`src/rtl/fmc_i2c_init_sequencer.sv`:
```
// ---------------------------------------------------------------------------
// fmc_i2c_init_sequencer
//
// Purpose:
//   Walks an external write table for the FMC424 I2C bring-up (CPLD mux
//   select followed by SI5338B register loads). It issues one register-write
//   command per table entry to a byte-level I2C master. NACKed entries are
//   retried, an idle gap separates consecutive transactions, and the host
//   sees busy/done/error status.
//
// Optional feature:
//   `define FMC_I2C_SEQ_READBACK_EN to read back every ACKed write
//   (same device/register) and abort on a data mismatch. Without the macro
//   no read phase exists and cmd_rd is tied low.
//
// Ports:
//   CLK        system clock
//   reset      asynchronous, active-high reset
//   start      one-cycle pulse, starts the sequence at entry 0 (IDLE only)
//   tbl_addr   table read address
//   tbl_data   table entry, valid one cycle after tbl_addr
//              [23:17] device, [16] last flag, [15:8] register, [7:0] data
//   cmd_valid  command request to the I2C master
//   cmd_ready  the I2C master accepts the command
//   cmd_dev    7-bit target device address
//   cmd_reg    target register
//   cmd_data   write data
//   cmd_rd     0 = write, 1 = read-back
//   rsp_done   one-cycle pulse, the transaction finished
//   rsp_nack   qualifies rsp_done, 1 = slave NACKed
//   rsp_rdata  read data, valid with rsp_done
//   busy       sequence in progress
//   done       sticky, sequence completed
//   error      sticky, sequence aborted
//   err_index  index of the entry that failed
// ---------------------------------------------------------------------------
module fmc_i2c_init_sequencer #(
  parameter int TBL_AW     = 6,
  parameter int MAX_RETRY  = 3,
  parameter int GAP_CYCLES = 1000
) (
  input  logic              CLK,
  input  logic              reset,
  input  logic              start,
  output logic [TBL_AW-1:0] tbl_addr,
  input  logic [23:0]       tbl_data,
  output logic              cmd_valid,
  input  logic              cmd_ready,
  output logic [6:0]        cmd_dev,
  output logic [7:0]        cmd_reg,
  output logic [7:0]        cmd_data,
  output logic              cmd_rd,
  input  logic              rsp_done,
  input  logic              rsp_nack,
  input  logic [7:0]        rsp_rdata,
  output logic              busy,
  output logic              done,
  output logic              error,
  output logic [TBL_AW-1:0] err_index
);

  // A zero gap still spends one cycle in GAP, so the count saturates at 1.
  localparam int RETRY_W = (MAX_RETRY < 1) ? 1 : $clog2(MAX_RETRY + 1);
  localparam int GAP_LEN = (GAP_CYCLES < 1) ? 1 : GAP_CYCLES;
  localparam int GAP_W   = $clog2(GAP_LEN + 1);

  localparam logic [RETRY_W-1:0] RETRY_MAX = RETRY_W'(MAX_RETRY);
  localparam logic [RETRY_W-1:0] RETRY_ONE = RETRY_W'(1);
  localparam logic [GAP_W-1:0]   GAP_LAST  = GAP_W'(GAP_LEN - 1);
  localparam logic [GAP_W-1:0]   GAP_ONE   = GAP_W'(1);
  localparam logic [TBL_AW-1:0]  ADDR_MAX  = '1;
  localparam logic [TBL_AW-1:0]  ADDR_ONE  = TBL_AW'(1);

  localparam logic [2:0] S_IDLE   = 3'd0;
  localparam logic [2:0] S_FETCH  = 3'd1;
  localparam logic [2:0] S_LATCH  = 3'd2;
  localparam logic [2:0] S_ISSUE  = 3'd3;
  localparam logic [2:0] S_WAIT   = 3'd4;
  localparam logic [2:0] S_GAP    = 3'd5;
  localparam logic [2:0] S_FINISH = 3'd6;
  localparam logic [2:0] S_FAIL   = 3'd7;

  logic [2:0]         state;
  logic [RETRY_W-1:0] retry_cnt;
  logic [GAP_W-1:0]   gap_cnt;
  logic               last_flag;
  logic               retrying;

`ifdef FMC_I2C_SEQ_READBACK_EN
  // Set while the outstanding command is the read-back of the current entry.
  logic rd_phase;
`else
  logic unused_rdata;

  assign cmd_rd       = 1'b0;
  assign unused_rdata = ^rsp_rdata;
`endif

  always_ff @(posedge CLK or posedge reset) begin
    if (reset) begin
      state     <= S_IDLE;
      tbl_addr  <= '0;
      cmd_valid <= 1'b0;
      cmd_dev   <= '0;
      cmd_reg   <= '0;
      cmd_data  <= '0;
      busy      <= 1'b0;
      done      <= 1'b0;
      error     <= 1'b0;
      err_index <= '0;
      retry_cnt <= '0;
      gap_cnt   <= '0;
      last_flag <= 1'b0;
      retrying  <= 1'b0;
`ifdef FMC_I2C_SEQ_READBACK_EN
      cmd_rd    <= 1'b0;
      rd_phase  <= 1'b0;
`endif
    end else begin
      case (state)
        S_IDLE: begin
          if (start) begin
            done      <= 1'b0;
            error     <= 1'b0;
            busy      <= 1'b1;
            tbl_addr  <= '0;
            retry_cnt <= '0;
            retrying  <= 1'b0;
            state     <= S_FETCH;
          end
        end

        // tbl_addr is already on the bus; this cycle covers the ROM latency.
        S_FETCH: begin
          state <= S_LATCH;
        end

        // A retry also enters here: tbl_addr has not moved, so tbl_data still
        // holds the same entry and no new fetch is needed.
        S_LATCH: begin
          cmd_dev   <= tbl_data[23:17];
          last_flag <= tbl_data[16];
          cmd_reg   <= tbl_data[15:8];
          cmd_data  <= tbl_data[7:0];
          cmd_valid <= 1'b1;
`ifdef FMC_I2C_SEQ_READBACK_EN
          cmd_rd    <= 1'b0;
          rd_phase  <= 1'b0;
`endif
          state     <= S_ISSUE;
        end

        // The command stays frozen until the master takes it; responses that
        // arrive here are not for us and are ignored.
        S_ISSUE: begin
          if (cmd_ready) begin
            cmd_valid <= 1'b0;
            state     <= S_WAIT;
          end
        end

        S_WAIT: begin
          if (rsp_done) begin
            if (rsp_nack) begin
              if (retry_cnt < RETRY_MAX) begin
                retry_cnt <= retry_cnt + RETRY_ONE;
                retrying  <= 1'b1;
                gap_cnt   <= '0;
                state     <= S_GAP;
              end else begin
                err_index <= tbl_addr;
                state     <= S_FAIL;
              end
            end
`ifdef FMC_I2C_SEQ_READBACK_EN
            else if (!rd_phase) begin
              cmd_rd    <= 1'b1;
              cmd_valid <= 1'b1;
              rd_phase  <= 1'b1;
              state     <= S_ISSUE;
            end
            else if (rsp_rdata != cmd_data) begin
              err_index <= tbl_addr;
              state     <= S_FAIL;
            end
`endif
            else begin
              retry_cnt <= '0;
              retrying  <= 1'b0;
`ifdef FMC_I2C_SEQ_READBACK_EN
              rd_phase  <= 1'b0;
`endif
              // Running off the end of the table without a last flag must not
              // wrap to entry 0; it ends the sequence as an error instead.
              if (last_flag) begin
                state <= S_FINISH;
              end else if (tbl_addr == ADDR_MAX) begin
                err_index <= tbl_addr;
                state     <= S_FAIL;
              end else begin
                tbl_addr <= tbl_addr + ADDR_ONE;
                gap_cnt  <= '0;
                state    <= S_GAP;
              end
            end
          end
        end

        S_GAP: begin
          if (gap_cnt == GAP_LAST) begin
            state <= retrying ? S_LATCH : S_FETCH;
          end else begin
            gap_cnt <= gap_cnt + GAP_ONE;
          end
        end

        S_FINISH: begin
          done  <= 1'b1;
          busy  <= 1'b0;
          state <= S_IDLE;
        end

        S_FAIL: begin
          error <= 1'b1;
          busy  <= 1'b0;
          state <= S_IDLE;
        end

        default: begin
          state <= S_IDLE;
        end
      endcase
    end
  end

endmodule

```
`config.mk`:
```
export PLATFORM = sky130hd
export DESIGN_NAME = fmc_i2c_init_sequencer
export DESIGN_NICKNAME = d
export VERILOG_FILES = /design/src/rtl/fmc_i2c_init_sequencer.sv
export SDC_FILE = /design/constraint.sdc
export NUM_CORES = 1
export LEC_CHECK = 0
export ABC_AREA = 1
export BUFFER_PORTS_ARGS = -buffer_cell sky130_fd_sc_hd__buf_4
export CAP_MARGIN = 5
export CORE_UTILIZATION = 45
export CTS_CLUSTER_DIAMETER = 150
export DETAILED_ROUTE_END_ITERATION = 8
export GPL_TIMING_DRIVEN = 0
export MAX_ROUTING_LAYER = met4
export PLACE_DENSITY = 0.7
export RECOVER_POWER = 100
export SLEW_MARGIN = 15
export SYNTH_ARGS = -nofsm -noshare
export SYNTH_HDL_FRONTEND = slang
export SYNTH_SLANG_ARGS = --single-unit
```
`constraint.sdc`:
```
create_clock -name CLK -period 2.79 [get_ports CLK]
set_clock_uncertainty 0.05 [all_clocks]
set_input_delay 0.279 -clock CLK [delete_from_list [all_inputs] [get_ports CLK]]
set_output_delay 0.279 -clock CLK [all_outputs]
set_load 0.02 [all_outputs]
```
# After elaboration in Yosys (flattened, before gate mapping)
# Cells that the tools add are included.
[totals]
wordCells = 101
in_bits = 38
ff_bits = 56
output_inout_bits = 40
[classes]
n_eq_ne = 22
addsub = 3
n_reduce_logical = 18
muxes = 43
n_lt_le_gt_ge = 1
[op_table]
columns = ["operator", "count"]
rows = [
  ["$mux 10", 6],
  ["$mux 6", 9],
  ["$pmux 3 s7", 1],
  ["$ne 2x2->1 const B", 10],
  ["$pmux 10 s2", 1],
  ["$mux 2", 8],
  ["$mux 3", 5],
  ["$reduce_bool 2->1", 7],
  ["$eq 3x3->1 const B", 4],
  ["$pmux 6 s2", 1],
  ["$reduce_and 6->1", 2],
  ["$add 10x1->10 const B", 1],
  ["$eq 10x10->1 const B", 1],
  ["$pmux 1 s2", 5],
  ["$ne 3x3->1 const B", 3],
  ["$reduce_and 2->1", 4],
  ["$reduce_and 4->1", 2],
  ["$add 6x1->6 const B", 1],
  ["$eq 3x2->1 const B", 2],
  ["$eq 6x6->1 const B", 1],
  ["$mux 1", 6],
  ["$reduce_and 5->1", 1],
  ["$pmux 2 s2", 1],
  ["$eq 3x1->1 const B", 1],
  ["4 further kinds", 4],
]

# Longest topological paths before layout
# Gate-level depths: netlist of the first run.
[depth]
depth_word = 6
mapped_depth = 11
ltp_nobuf = 10

# Worst setup path after synthesis of the first run
# Ideal clock, no wire load.
[synth_timing]
path_type = "reg-to-reg"
startpoint = "reg tbl_addr[0]"
endpoint = "reg tbl_addr[1]"
arrival_ps = 1383
setup_time_ps = 122
required_ps = 2618
slack_ps = 1236
synth_period_minus_slack_ps = 1554
n_path_buf = 0
path_stages_with_launch = 8
cell_sequence = "dfrtp_1 > ha_1 > nand2_1 > inv_1 > a31oi_1 > nand2_4 > inv_6 > o21ai_1"
[synth_between]
elab_chain_cells = 6
word_cells_on_any_way = 9
cone_classes = "add/sub (1); eq/ne (2); mux (5); reduce/logical (1)"
[synth_rtl]
columns = ["item", "line_no", "source"]
rows = [
  ["from (decl)", "45", "output logic [TBL_AW-1:0] tbl_addr,"],
  ["from (signal assigned)", "201", "tbl_addr <= tbl_addr + ADDR_ONE;"],
  ["$add 6x1->6", "201", ""],
  ["$mux 6", "197", "end else if (tbl_addr == ADDR_MAX) begin"],
  ["$mux 6", "195", "if (last_flag) begin"],
  ["$mux 6", "164", "if (rsp_nack) begin"],
  ["$mux 6", "163", "if (rsp_done) begin"],
  ["$pmux 6 s2", "120", "case (state)"],
]
# Several ways; a longest one is shown, not always the timed one. The select of a mux whose other input is x is not followed.
# A chain may end at the register's enable or synchronous reset.

# Worst setup path after layout of the first run
[layout_timing]
startpoint = "reg state[0]"
endpoint = "reg tbl_addr[4]"
[layout_between]
elab_chain_cells = 3
word_cells_on_any_way = 10
cone_classes = "eq/ne (6); mux (1); reduce/logical (3)"
[layout_rtl]
columns = ["item", "line_no", "source"]
rows = [
  ["from (decl)", "83", "logic [2:0] state;"],
  ["from (signal assigned)", "211", "state <= retrying ? S_LATCH : S_FETCH;"],
  ["$eq 3x3->1 or $logic_not 3->1 (tied branches)", "120", ""],
  ["$ne 2x2->1 (no source line) or $reduce_bool 2->1 (tied branches)", "n/a", ""],
  ["$reduce_and 6->1 (no source line)", "n/a", ""],
]
# Several ways; a longest one is shown, not always the timed one.

==> out/qor.csv, run 1 <==
stage;metric;value;unit
setup_path;CP max FO;8;
die;Die Y;81.1;microns
run_status;outcome;finished clean;
placed_design;number of I/O port buffers;68;
setup_path;Max stage delay cell, worst path;dfrtp_1;
die;row count;28;
drt;Post-DRT Antenna Nets;0;
layout;# nets final;416;
drt;routed via count;2176;
setup_path;CP Launch Point;state[0];
yosys;synthesized area per cell;9.40;sq um
setup_path;kind of critical path;reg2reg;
layout;footprint of the multi-input gates;1170;sq um
sta;min cycle time layout;2.10;ns
cts;CTS Buffer Depth;2;
setup_path;CP peak stage delay;0.33;ns
yosys;number of synthesized flops with an enable pin;0;
layout;storage element area;1400;sq um
drt;drt drc;0;
setup_path;Worst R2R Start;state[0];
die;Core ar.;5990;sq um
yosys;top cells by area, synth;dfrtp_1 (50%), nand2_1 (9.7%), mux2_2 (9.2%), inv_1 (3.7%), nor2_1 (2.9%);
drt;Routed WL;5510;microns
sta;RSZ-0062 raised after global routing;no;
global_routing;largest net degree at the start of global routing;57;
setup_path;reg2reg setup slack;0.69;ns
setup_path;Critical Path Source Type;flop;
yosys;asr flop ratio synth;100;%
pwr;Power Density;436;nW/um^2
layout;final instance area;3290;sq um
run;Max-cap violations;0;
layout;Area Growth Syn to Fin;16.8;%
die;Die Area;6580;sq um
pwr;worst vdd ir;0.205;mV
cts;Root Buffer;clkbuf_8;
yosys;post-synthesis cell count;300;
setup_path;CP endpoint kind;flop;
global_routing;GRT Total Usage;18.6;%
setup_path;crit-path cells;clkbuf_1 -> inv_1 -> nand2_1 -> nor2_1 -> nand2_1 -> nand2_1 -> nor2_1 -> nand2_4 -> inv_6 -> nand2_1 -> o21ai_2;
drt;vias per cell;4.82;
min_path;HP Class;in2async;
layout;filler cell count;588;
sta;Slew Limit Headroom;54.7;%
yosys;top-area cell type share of the netlist area;49.7;%
die;Initial Util;47.1;%
global_routing;vias in the first global route;2031;
yosys;Yosys warning count;0;
die;I/O pin count;78;
cts;TritonCTS clock tree;yes;
setup_path;Worst Reg-to-Reg Cells;11;
sta;Least-Margin Pin Slew;0.679;ns
cts;CTS H-tree depth;2;
cts;CTS sink cnt;56;
cts;CTS buffer count;5;
layout;Largest register FFs;10;
yosys;flip-flop and latch count after synthesis;56;
cts;hold_buf cts;0;
global_routing;initial antenna violation count;0;
placed_design;Placed Area;3430;sq um
setup_path;FF-to-FF End;tbl_addr[4];
drt;DR WL/cell;12.2;microns
yosys;ys flop type;dfrtp_1;
layout;# diodes;0;
placed_design;Placer Congestion;0.811;
yosys;post-synthesis sequential area ratio;49.7;%
sta;final setup vio count;0;
sta;fmax;477;MHz
setup_path;crit path to;tbl_addr[4];
yosys;post-synth net total;341;
yosys;Synth area leader;dfrtp_1;
die;die span in x;81.1;microns
sta;Final period util;75.2;%
global_routing;total grt overflow;0;
cts;clock-pin slew on the worst setup and hold paths;0.10;ns
sta;max-slew violation count;0;
drt;DRT Pass-1 Iters;4;
setup_path;most frequent cell on the critical path;nand2_1;
layout;share of layout cells above drive strength 1;23.1;%
drt;DRT iter0 DRCs;100;
setup_path;Worst EP required;2.98;ns
pwr;Leak;0.00160;uW
yosys;count of cell types in the netlist;31;
sta;setup_tns;0;ns
yosys;Netlist Area Pre-Place;2820;sq um
setup_path;CP arrival;2.29;ns
cts;worst-skew pair later-pin latency;0.31;ns
cts;CTS resizes;0;
placed_design;placed wire-length estimate;4010;microns
sta;Fin. Hold Viols;0;
cts;post-CTS setup buffers;0;
global_routing;global-route wire length before repair;9140;microns
[final cells by class]
cell class                 count  share of cell area [%]
sequential                    56                    42.6
multi-input combinational    205                    35.5
timing repair buffer          68                    10.9
inverter                      33                    3.99
tap                           75                    2.85
clock buffer                   6                    2.51
buffer                         6                    1.25
clock inverter                 2                   0.418
[routing by layer]
| metal | vias to the layer above | part of all wire (%) | global-route usage, % |
|---|---|---|---|
| li1 | 1118 | - | - |
| met1 | 1015 | 48 | 23.8 |
| met2 | 35 | 47 | 29.6 |
| met3 | 8 | 2.9 | 3.60 |
| met4 | 0 | 1.4 | 5.89 |
| met5 | - | 0 | - |
[cell families (layout without fill, tap and decap cells)]
kind of cell / Yosys count / after routing / share of synthesized area, %
and+or+nand+nor: 147 / 147 / 25.3
DFF: 56 / 56 / 49.7
buffers and inverters: 39 / 115 / 6.39
AOI/OAI and AO/OA: 26 / 26 / 6.39
muxes: 23 / 23 / 9.19
xor gates and xnor gates: 5 / 5 / 1.55
adders and majority gates: 3 / 3 / 1.33
other: 1 / 1 / 0.133
[stage by stage]
stage / std cells / hold slack [ns] / utilization [%] / power, uW / worst slack (ns)
detailed placement: 443 / 0.402 / 57.2 / 1000 / 1.10
finish: 451 / 0.0221 / 54.9 / 1430 / 0.693
global placement: 443 / 0.421 / 57.1 / 998 / 0.327
CTS: 451 / 0.0568 / 58.8 / 1480 / 1.08
floorplan: 300 / 0.379 / - / 926 / 1.09
global route: 451 / 0.0758 / 54.9 / 1500 / 0.505
[critical path: cells and delay by family (launching register included)]
family / cells / cell delay, ns
and+or+nand+nor: 7 / 1.08
DFF: 1 / 0.33
AOI/OAI and AO/OA: 1 / 0.05
buffers and inverters: 3 / 0.52
[where the power goes]
part           total [uW]  switching, uW  internal (uW)  leakage [uW]
Sequential            843           10.4            833      0.000653
Combinational         118           68.0           50.4      0.000900
Clock                 472            268            204     0.0000516
[worst min-delay path by stage]
stage | endpoint | slack (ns) | cells past startpoint
after floorplan | cmd_data[2] | 0.38 | 1
after global placement | err_index[5] | 0.42 | 2
after detailed placement | cmd_data[3] | 0.40 | 2
after CTS | cmd_dev[2] | 0.06 | 2
after global routing | state[2] | 0.08 | 2
final | cmd_data[6] | 0.02 | 2
[cells in the final DEF, fill, tap and decap left out, types with 6 or more instances in the layout]
cell / Yosys / routed
o21ai_0: 6 / 8
clkbuf_1: 0 / 43
nor2_1: 22 / 24
buf_4: 1 / 29
inv_1: 28 / 28
o21ai_2: 9 / 7
dfrtp_1: 56 / 56
clkbuf_8: 0 / 6
nand3_1: 16 / 17
nor3_1: 7 / 7
nand4_1: 7 / 8
mux2_2: 23 / 23
nand2_1: 73 / 80
[Yosys cell counts, drive strengths merged (3+ instances only)]
| cell type | number |
|---|---|
| dfrtp | 56 |
| nand2 | 85 |
| nor2 | 26 |
| xor2 | 5 |
| nor3 | 7 |
| mux2 | 23 |
| ha | 3 |
| inv | 33 |
| nand4 | 8 |
| buf | 6 |
| nand3 | 19 |
| o21ai | 17 |
| a21oi | 6 |
Note: power is estimated with default switching activity, not from simulation.
==> run 2: changes to the inputs <==
==> constraint.sdc (replaced) <==
create_clock -name CLK -period 2.2 [get_ports CLK]
set_clock_uncertainty 0.05 [all_clocks]
set_input_delay 0.22 -clock CLK [delete_from_list [all_inputs] [get_ports CLK]]
set_output_delay 0.22 -clock CLK [all_outputs]
set_load 0.02 [all_outputs]
==> run 2 against run 1 <==
Via count decreased by 0.18%. Sequential share of layout area decreased by 0.56 points. Critical path depth is the same. Global-route usage hardly changed. Routed wire length is 0.25% higher. Utilization is 0.73 points higher. Final cell count is 0.22% higher. Die area unchanged. First-iteration DRC count down 14%. Power increased by 27%. Clock-buffer cell count did not move. Design area up 1.3%.
==> out/qor.csv, run 2 (synthesis gave the netlist of run 1 again) <==
stage;metric;value;unit;change
drt;routed via count;2172;;-0.18%
sta;Final period util;83.8;%;+8.6 points
die;row count;28;;unchanged
layout;Area Growth Syn to Fin;18.3;%;
sta;max-slew violation count;0;;unchanged
cts;worst-skew pair later-pin latency;0.31;ns;about the same
min_path;HP Class;in2reg;;
cts;CTS H-tree depth;2;;unchanged
pwr;Power Density;546;nW/um^2;+25%
layout;# diodes;0;;unchanged
sta;Slew Limit Headroom;22.6;%;-32 points
sta;RSZ-0062 raised after global routing;no;;
global_routing;largest net degree at the start of global routing;57;;unchanged
placed_design;number of I/O port buffers;68;;unchanged
pwr;Leak;0.00163;uW;+1.4%
layout;share of layout cells above drive strength 1;24.9;%;+1.8 points
sta;Least-Margin Pin Slew;1.16;ns;+0.479 ns
cts;CTS buffer count;5;;unchanged
global_routing;initial antenna violation count;0;;unchanged
sta;Final WS setup;0.356;ns;-0.336 ns
cts;Root Buffer;clkbuf_8;;
placed_design;Placed Area;3430;sq um;unchanged
cts;TritonCTS clock tree;yes;;
global_routing;global-route wire length before repair;9170;microns;+0.31%
sta;min cycle time layout;1.84;ns;-0.254 ns
sta;Fin. Hold Viols;0;;unchanged
global_routing;total grt overflow;0;;unchanged
drt;Post-DRT Antenna Nets;0;;unchanged
run;Max-cap violations;0;;unchanged
cts;CTS sink cnt;56;;unchanged
layout;final instance area;3340;sq um;+1.3%
drt;DRT Pass-1 Iters;4;;unchanged
die;die span in x;81.1;microns;unchanged
drt;vias per cell;4.81;;-0.40%
placed_design;placed wire-length estimate;4010;microns;unchanged
pwr;Pwr Total;1820;uW;+27%
setup_path;CP arrival;2.03;ns;-0.26 ns
drt;drt drc;0;;unchanged
setup_path;Critical Path Source Type;flop;;
cts;post-CTS setup buffers;0;;unchanged
layout;commonest non-fill, non-tap cells in the layout;nand2_1 (78), dfrtp_1 (56), clkbuf_1 (40), inv_1 (29), buf_4 (29);;
die;Initial Util;47.1;%;unchanged
cts;CTS resizes;0;;unchanged
cts;clock-pin slew on the worst setup and hold paths;0.10;ns;about the same
cts;CTS Buffer Depth;2;;unchanged
die;I/O pin count;78;;unchanged
pwr;worst vdd ir;0.261;mV;+27%
setup_path;CP endpoint kind;flop;;
sta;hold_ws;0.0842;ns;+0.0621 ns
layout;# nets final;417;;+0.24%
sta;final setup vio count;0;;unchanged
layout;commonest non-fill, non-tap cell in the layout;nand2_1;;
sta;fmax;542;MHz;+14%
setup_path;Worst EP required;2.39;ns;-0.59 ns
drt;Routed WL;5520;microns;+0.25%
run_status;outcome;finished clean;;
placed_design;DP Worst Slack;0.510;ns;-0.590 ns
placed_design;Placer Congestion;0.811;;unchanged
layout;filler cell count;582;;-1.0%
setup_path;CP max FO;8;;unchanged
global_routing;GRT Total Usage;18.6;%;+0.050 points
global_routing;vias in the first global route;2041;;+0.49%
die;Die Y;81.1;microns;unchanged
die;Core ar.;5990;sq um;unchanged
drt;DRT iter0 DRCs;86;;-14%
setup_path;kind of critical path;reg2reg;;
drt;DR WL/cell;12.2;microns;about the same
sta;setup_tns;0;ns;unchanged
layout;Largest register FFs;10;;unchanged
die;Die Area;6580;sq um;unchanged
run 2: worst paths after layout:
path,from,endpoint,slack (ns),cells past startpoint
worst max-delay path,state[0],tbl_addr[4],0.36,11
max in group asynchronous,reset,err_index[0],0.67,3
worst min-delay path,tbl_data[0],cmd_data[0],0.08,2
worst min register to register,err_index[0],err_index[0],0.44,2
min in group asynchronous,reset,cmd_data[6],0.73,3
worst max register to register,state[0],tbl_addr[4],0.36,11
run 2: power by group:
group / switching, uW / internal [uW] / leakage, uW
clock network: 342 / 258 / 0.0000516
logic: 87.0 / 65.6 / 0.000922
registers: 13.2 / 1060 / 0.000653
run 2: per-stage QoR:
step,cells,util (%)
after floorplan,300,-
after global placement,443,57.1
after detailed placement,443,57.2
after CTS,452,59.0
after global routing,452,55.7
final,452,55.7
run 2: layout make-up:
type / count / area (sq um) / area share, %
Clock buffer: 6 / 82.6 / 2.48
Tap cell: 75 / 93.8 / 2.81
Timing Repair Buffer: 69 / 374 / 11.2
Buffer: 6 / 43.8 / 1.31
Inverter: 33 / 129 / 3.86
Multi-Input combinational cell: 205 / 1200 / 35.9
Sequential cell: 56 / 1400 / 42.0
Clock inverter: 2 / 13.8 / 0.413
run 2: repair_timing:
action	in CTS	in global routing
endpoints found under the hold margin	14	0
hold buffers	1	0
endpoints found under the setup margin	0	0
run 2: layer usage:
metal	vias to the layer above	wire, microns	global-route usage [%]
li1	1121	-	-
met1	1011	2680	23.8
met2	32	2610	29.7
met3	8	156	3.60
met4	0	76	5.89
met5	-	0	-
run 2: critical path, stage by stage (launching register included):
cell and delay (ns):
dfrtp_1 0.33, clkbuf_1 0.32, inv_1 0.09, nand2_1 0.19, nor2_4 0.09, nand2_4 0.11
nand2_4 0.08, nor2_4 0.09, nand2_1 0.16, inv_6 0.15, nand2_1 0.07, o21ai_2 0.05
